==> config.mk <==
export PLATFORM = sky130hd
export DESIGN_NAME = fp_mant_normalizer
export DESIGN_NICKNAME = d
export VERILOG_FILES = /design/src/rtl/fp_pkg.sv /design/src/rtl/fp_lzc.sv /design/src/rtl/fp_mant_normalizer.sv
export SDC_FILE = /design/constraint.sdc
export NUM_CORES = 1
export LEC_CHECK = 0
export BUFFER_PORTS_ARGS = -buffer_cell sky130_fd_sc_hd__buf_2
export CAP_MARGIN = 30
export CORE_ASPECT_RATIO = 2
export CORE_MARGIN = 4
export CORE_UTILIZATION = 50
export CTS_BUF_LIST = sky130_fd_sc_hd__clkbuf_4
export DETAILED_ROUTE_END_ITERATION = 12
export GPL_TIMING_DRIVEN = 0
export HOLD_SLACK_MARGIN = 0.03
export PLACE_DENSITY = 0.77
export SYNTH_ARGS = -nofsm -noshare
export SYNTH_HDL_FRONTEND = slang
export SYNTH_SLANG_ARGS = --single-unit
==> constraint.sdc <==
create_clock -name clk -period 5.38 [get_ports clk]
set_input_delay 0.269 -clock clk [delete_from_list [all_inputs] [get_ports clk]]
set_output_delay 0.269 -clock clk [all_outputs]
set_load 0.005 [all_outputs]
==> src/rtl/fp_pkg.sv <==
// -----------------------------------------------------------------------------
// fp_pkg
// Shared constants and types for the FP adder/subtractor datapath.
//   MANT_W  : raw mantissa sum width (carry, hidden, 23 fraction, G, R, S)
//   EXP_W   : biased exponent width
//   LZC_W   : leading-zero count / shift amount width (2**LZC_W >= MANT_W-1)
//   EXP_MAX : all-ones exponent (infinity encoding)
//   stage_payload_t : {sign, exp, normalized mantissa} carried between stages
// -----------------------------------------------------------------------------
package fp_pkg;

    localparam int MANT_W = 28;
    localparam int EXP_W  = 8;
    localparam int LZC_W  = 5;

    localparam logic [EXP_W-1:0] EXP_MAX = {EXP_W{1'b1}};
    localparam logic [EXP_W-1:0] EXP_ONE = {{(EXP_W-1){1'b0}}, 1'b1};

    typedef struct packed {
        logic                sign;
        logic [EXP_W-1:0]    exp;
        logic [MANT_W-2:0]   mant;
    } stage_payload_t;

endpackage

==> src/rtl/fp_lzc.sv <==
// -----------------------------------------------------------------------------
// fp_lzc
// Combinational leading-zero counter. Counts zeros from the MSB of data down
// to the first set bit; an all-zero input saturates the count at W.
// Ports:
//   data  in  W   value to scan
//   lzc   out CW  number of leading zeros (W when data == 0)
// -----------------------------------------------------------------------------
module fp_lzc
    import fp_pkg::*;
#(
    parameter int W  = MANT_W - 1,
    parameter int CW = LZC_W
) (
    input  logic [W-1:0]  data,
    output logic [CW-1:0] lzc
);

    logic found;

    // Priority scan from the MSB; the first set bit fixes the count.
    always_comb begin
        lzc   = CW'(W);
        found = 1'b0;
        for (int i = W - 1; i >= 0; i--) begin
            if (!found && data[i]) begin
                lzc   = CW'(W - 1 - i);
                found = 1'b1;
            end else begin
                found = found;
            end
        end
    end

endmodule

==> src/rtl/fp_mant_normalizer.sv <==
// -----------------------------------------------------------------------------
// fp_mant_normalizer
// Post-add normalization for the FP adder/subtractor. Stage 1 captures the sum
// and its leading-zero count; stage 2 selects carry / zero / normal / denormal
// handling, shifts the mantissa and adjusts the exponent. Two-entry
// valid/ready pipeline, one result per cycle, 2-cycle latency.
// Ports:
//   clk, rst          clock (rising edge), synchronous active-high reset
//   in_valid/in_ready input handshake (in_ready depends combinationally on out_ready)
//   in_sign           sign of the sum, passed through
//   in_exp [EXP_W]    biased exponent of the larger operand
//   in_mant[MANT_W]   raw mantissa sum {carry, hidden, frac, G, R, S}
//   out_valid/out_ready output handshake
//   out_sign, out_exp[EXP_W], out_mant[MANT_W-1]  normalized result
//   out_zero          result mantissa is zero
//   out_ovf           exponent overflowed to all-ones
// -----------------------------------------------------------------------------
module fp_mant_normalizer
    import fp_pkg::*;
(
    input  logic              clk,
    input  logic              rst,
    input  logic              in_valid,
    output logic              in_ready,
    input  logic              in_sign,
    input  logic [EXP_W-1:0]  in_exp,
    input  logic [MANT_W-1:0] in_mant,
    output logic              out_valid,
    input  logic              out_ready,
    output logic              out_sign,
    output logic [EXP_W-1:0]  out_exp,
    output logic [MANT_W-2:0] out_mant,
    output logic              out_zero,
    output logic              out_ovf
);

    localparam logic [EXP_W:0] EXP_MAX_X = {1'b0, EXP_MAX};
    localparam logic [EXP_W:0] EXP_ONE_X = {{EXP_W{1'b0}}, 1'b1};

    // stage 1 state
    logic              s1_valid_q, s1_valid_d;
    logic              s1_sign_q,  s1_sign_d;
    logic [EXP_W-1:0]  s1_eeff_q,  s1_eeff_d;
    logic              s1_carry_q, s1_carry_d;
    logic [MANT_W-2:0] s1_m_q,     s1_m_d;
    logic [LZC_W-1:0]  s1_lzc_q,   s1_lzc_d;
    logic [MANT_W-2:0] s1_mr_q,    s1_mr_d;

    // stage 2 (output) state
    logic              s2_valid_q, s2_valid_d;
    stage_payload_t    out_pl_q,   out_pl_d;
    logic              out_zero_q, out_zero_d;
    logic              out_ovf_q,  out_ovf_d;

    logic              s1_advance;
    logic              in_xfer;
    logic [EXP_W-1:0]  e_eff;
    logic [LZC_W-1:0]  m_lzc;

    stage_payload_t    res_pl;
    logic              res_zero;
    logic              res_ovf;
    logic [EXP_W:0]    exp_inc;
    logic [EXP_W:0]    eeff_x;
    logic [EXP_W:0]    lzc_x;
    logic [LZC_W-1:0]  clamp_sh;

    fp_lzc #(
        .W  (MANT_W - 1),
        .CW (LZC_W)
    ) u_lzc (
        .data (in_mant[MANT_W-2:0]),
        .lzc  (m_lzc)
    );

    // Handshake: stage 1 may refill in the same cycle it hands off to stage 2.
    always_comb begin
        s1_advance = s1_valid_q && (!s2_valid_q || out_ready);
        in_ready   = !s1_valid_q || s1_advance;
        in_xfer    = in_valid && in_ready;
    end

    // Stage 1 next state: capture sum, effective exponent, LZC and carry-path mantissa.
    always_comb begin
        e_eff      = (in_exp == {EXP_W{1'b0}}) ? EXP_ONE : in_exp;
        s1_sign_d  = s1_sign_q;
        s1_eeff_d  = s1_eeff_q;
        s1_carry_d = s1_carry_q;
        s1_m_d     = s1_m_q;
        s1_lzc_d   = s1_lzc_q;
        s1_mr_d    = s1_mr_q;
        if (in_xfer) begin
            s1_valid_d = 1'b1;
        end else if (s1_advance) begin
            s1_valid_d = 1'b0;
        end else begin
            s1_valid_d = s1_valid_q;
        end
        if (in_xfer) begin
            s1_sign_d  = in_sign;
            s1_eeff_d  = e_eff;
            s1_carry_d = in_mant[MANT_W-1];
            s1_m_d     = in_mant[MANT_W-2:0];
            s1_lzc_d   = m_lzc;
            // right shift by one folds the dropped bit into sticky
            s1_mr_d    = {in_mant[MANT_W-1:2], in_mant[1] | in_mant[0]};
        end else begin
            s1_sign_d  = s1_sign_q;
        end
    end

    // Stage 2 datapath: pick carry / zero / normal / denormal-clamp result.
    always_comb begin
        exp_inc       = {1'b0, s1_eeff_q} + EXP_ONE_X;
        eeff_x        = {1'b0, s1_eeff_q};
        lzc_x         = {{(EXP_W + 1 - LZC_W){1'b0}}, s1_lzc_q};
        // in the clamp case e_eff-1 < lzc, so it always fits the shift width
        clamp_sh      = LZC_W'(s1_eeff_q - EXP_ONE);
        res_pl.sign   = s1_sign_q;
        res_pl.exp    = {EXP_W{1'b0}};
        res_pl.mant   = {(MANT_W-1){1'b0}};
        res_zero      = 1'b0;
        res_ovf       = 1'b0;
        if (s1_carry_q) begin
            if (exp_inc >= EXP_MAX_X) begin
                res_pl.exp  = EXP_MAX;
                res_pl.mant = {(MANT_W-1){1'b0}};
                res_ovf     = 1'b1;
            end else begin
                res_pl.exp  = EXP_W'(exp_inc);
                res_pl.mant = s1_mr_q;
            end
        end else if (s1_m_q == {(MANT_W-1){1'b0}}) begin
            res_zero = 1'b1;
        end else if (lzc_x < eeff_x) begin
            res_pl.exp  = EXP_W'(eeff_x - lzc_x);
            res_pl.mant = s1_m_q << s1_lzc_q;
        end else begin
            res_pl.exp  = {EXP_W{1'b0}};
            res_pl.mant = s1_m_q << clamp_sh;
        end
    end

    // Stage 2 next state: load on advance, otherwise hold (payload stable under stall).
    always_comb begin
        if (s1_advance) begin
            s2_valid_d = 1'b1;
        end else if (out_ready) begin
            s2_valid_d = 1'b0;
        end else begin
            s2_valid_d = s2_valid_q;
        end
        if (s1_advance) begin
            out_pl_d   = res_pl;
            out_zero_d = res_zero;
            out_ovf_d  = res_ovf;
        end else begin
            out_pl_d   = out_pl_q;
            out_zero_d = out_zero_q;
            out_ovf_d  = out_ovf_q;
        end
    end

    // Pipeline registers; reset discards any in-flight data.
    always_ff @(posedge clk) begin
        if (rst) begin
            s1_valid_q <= 1'b0;
            s1_sign_q  <= 1'b0;
            s1_eeff_q  <= {EXP_W{1'b0}};
            s1_carry_q <= 1'b0;
            s1_m_q     <= {(MANT_W-1){1'b0}};
            s1_lzc_q   <= {LZC_W{1'b0}};
            s1_mr_q    <= {(MANT_W-1){1'b0}};
            s2_valid_q <= 1'b0;
            out_pl_q   <= '{sign: 1'b0, exp: {EXP_W{1'b0}}, mant: {(MANT_W-1){1'b0}}};
            out_zero_q <= 1'b0;
            out_ovf_q  <= 1'b0;
        end else begin
            s1_valid_q <= s1_valid_d;
            s1_sign_q  <= s1_sign_d;
            s1_eeff_q  <= s1_eeff_d;
            s1_carry_q <= s1_carry_d;
            s1_m_q     <= s1_m_d;
            s1_lzc_q   <= s1_lzc_d;
            s1_mr_q    <= s1_mr_d;
            s2_valid_q <= s2_valid_d;
            out_pl_q   <= out_pl_d;
            out_zero_q <= out_zero_d;
            out_ovf_q  <= out_ovf_d;
        end
    end

    // Output drive straight from stage 2 registers.
    always_comb begin
        out_valid = s2_valid_q;
        out_sign  = out_pl_q.sign;
        out_exp   = out_pl_q.exp;
        out_mant  = out_pl_q.mant;
        out_zero  = out_zero_q;
        out_ovf   = out_ovf_q;
    end

endmodule

==> impl_metrics.yaml <==
status:
  status: "completed"
cts:
  cts_buffer_depth: 2
  path_clk_slew_ns: 0.15
  htreeDepth: 3
  ctsResizeCount: 0
  root_buffer: "clkbuf_4"
  tritoncts: "built"
  cts_setup_buffers: 0
  hold_buffers: 0
  cts_buffers: 9
  clk_latency_ns: 0.47
  cts.sinks: 83
synthesis:
  ys_ff_latch: 83
  synth_area_leader_cell: "dfxtp_1"
  syn_inst: 766
  ys_seq_area_share_pct: 29.38
  syn-mean-instance-area_um2: 7.383
  async_flop_share_pct: 0
  synth.distinct_cells: 80
  synthTopCellsByArea: "dfxtp_1 (29%), nand2_1 (8.1%), a21oi_1 (7.2%)"
  synth-edff-count: 0
  synthFlopType: "dfxtp_1"
  yosys_warnings: 0
  synth_area_um2: 5655
  yosysTopAreaCellShare_pct: 29.38
  synthesis.nets: 816
timing:
  min_period_ns: 4.952
  slew_violations: 0
  setup_slack_ns: 0.4281
  skew_ns: 0.02279
  max-slew-margin-rel_pct: 40.97
  max_clock_freq_mhz: 201.9
  hold_violations: 0
  setup_viol: 0
  hold_slack_ns: 0.04222
  period_share_pct: 92.04
  worstMarginPinSlew_ns: 0.8854
  tns_ns: 0
  grt_setup_unrepaired: "false"
global_routing:
  grt_pass1_wl_um: 37530
  grt_max_degree: 14
  grt_pass1_vias: 6445
  antenna_found_initial: 1
  grt-ovfl-total: 0
  groute.usage.overall_pct: 37.76
worst_setup_path:
  worstPathArrival_ns: 5.28
  crit_fanout: 10
  crit_family: "compound AO/OA/AOI/OAI gates"
  critPathLaunchType: "register"
  worst-endpoint-required_ns: 5.71
  r2r_slack_ns: 0.43
  r2r-start: "s1_eeff_q[0]"
  rr_worst_depth: 14
  critPathBufInv: 4
  crit_type: "reg2reg"
  crit_path_end_kind: "register"
  max_stage_delay_ns: 0.56
  r2r_end: "out_mant[16]"
  slowest_stage: "clkbuf_1"
  path_cells: "clkbuf_1 -> inv_1 -> ha_1 -> inv_1 -> fa_1 -> a211o_1 -> a211oi_2 -> o22ai_1 -> nor2_2 -> clkbuf_1 -> mux2i_1 -> nor3_1 -> o41ai_1 -> a31oi_1"
layout:
  seqCellArea_um2: 1662
  layout.nets: 907
  final_area_um2: 6362
  final_cell_mix: "nand2_1 (122), buf_2 (83), dfxtp_1 (83)"
  fillerInstances: 1119
  drive_gt1_share_pct: 14.87
  area_growth_pct: 12.50
  multi_input_area_um2: 3676
  post-route-util_pct: 57.77
  final_common_cell: "nand2_1"
flow_run:
  drv_cap: 0
die:
  die_w_um: 83.20
  start_util_pct: 51.35
  num_rows: 54
  core_area_um2: 11010
  pin_count: 81
  die_area_um2: 13180
  die_y_um: 158.4
detailed_routing:
  vias_per_cell: 6.537
  initialDrtViolationCount: 567
  route.detailed.drc: 0
  num_vias: 6550
  wire_per_inst_um: 24.91
  drt_wl_total_um: 24960
  final_antenna_net_count: 0
  drt_first_pass_iters: 6
placed_design:
  placed_area_um2: 6231
  dp_hpwl_um: 19440
  gp_congestion: 1.035
  portBuffers: 80
  dp_slack_ns: 0.5700
power:
  leakage_nw: 2.513
  pwr_density_cell_nw_per_um2: 295.0
  irDropWorstVdd_mv: 0.1859
min_path:
  min_from: "in_mant[27]"
  min_to: "s1_carry_q"
  holdPathStages: 3
  worstHoldPathType: "in2reg"
## synth_stat cells, types with 3 or more instances
master	instances
a211o_1	7
a211oi_1	27
a21o_1	3
a21oi_1	81
a21oi_2	3
a221o_1	3
a221oi_1	17
a22o_1	3
a22oi_1	6
a31oi_1	8
and2_1	6
and3_1	8
buf_1	3
buf_2	3
clkbuf_1	37
dfxtp_1	83
ha_1	8
inv_1	18
mux2_2	7
mux2i_1	28
nand2_1	122
nand3_1	23
nand4_1	7
nor2_1	81
nor2b_1	6
nor3_1	27
nor4_1	10
o211ai_1	6
o21a_1	4
o21ai_0	25
o21bai_1	4
o22ai_1	14
or2_2	3
or3_1	4
xnor2_1	6
xor2_1	4
## registers in the layout, summed over array words and instances (netlist names)
name / cells
s1_carry_q: 1
out_valid: 1
out_zero: 1
s1_sign_q: 1
out_sign: 1
out_mant: 27
out_exp: 8
s1_valid_q: 1
s1_eeff_q: 8
s1_m_q: 26
s1_mr_q: 2
out_ovf: 1
s1_lzc_q: 5
## final cells by class
cell class,count,area share [%]
plain buffers,50,3.933
multi-input cells,615,57.78
flip-flops and latches,83,26.12
well taps,140,2.753
clock buffers,10,1.180
repair buffers,80,6.293
diodes,1,0.03933
clock inverters,5,0.8456
inverters,18,1.062
## layer usage
| metal | part of all wire (%) | global-route usage (%) |
|---|---|---|
| met5 | 0 | 0 |
| met2 | 52 | 70.60 |
| met1 | 33 | 36.72 |
| met3 | 6.5 | 6.784 |
| met4 | 8.8 | 27.83 |
## worst max-delay path by stage
stage               depth (start not counted)    startpoint      endpoint
floorplan                                  13  s1_eeff_q[0]  out_mant[25]
CTS                                        14  s1_eeff_q[0]  out_mant[16]
finish                                     14  s1_eeff_q[0]  out_mant[16]
global route                               14  s1_eeff_q[0]  out_mant[16]
global placement                           14  s1_eeff_q[0]  out_mant[16]
detailed placement                         14  s1_eeff_q[0]  out_mant[16]
## cells by family after synthesis
kind of cell,synth area share (%)
DFF,29.38
AOI/OAI and AO/OA,28.27
xor gates and xnor gates,1.549
and+or+nand+nor,25.58
muxes,7.478
buffers and inverters,5.619
adders and majority gates,2.124
## power by group
group | internal [W] | total (W) | leakage, nW | switching [W]
sequential | 0.000655 | 0.000706 | 0.682 | 0.0000515
combinational | 0.000277 | 0.000794 | 1.76 | 0.000517
clock | 0.000143 | 0.000378 | 0.0680 | 0.000234
## worst reg2reg max path, delay by kind of cell, from the launching register on
family / cells / cell delay (ns)
AO/OA/AOI/OAI: 5 / 1.67
adder cells (fa/ha/maj): 2 / 0.64
flip-flops: 1 / 0.34
buffers and inverters: 4 / 1.11
multiplexers: 1 / 0.46
AND/OR/NAND/NOR: 2 / 0.62
## through the flow
stage | instances | total power (W)
after floorplan | 766 | 0.001211
after global placement | 986 | 0.001483
after detailed placement | 986 | 0.001482
after CTS | 1001 | 0.001846
after global routing | 1002 | 0.001951
final | 1002 | 0.001877
(Power assumes the default switching activity.)
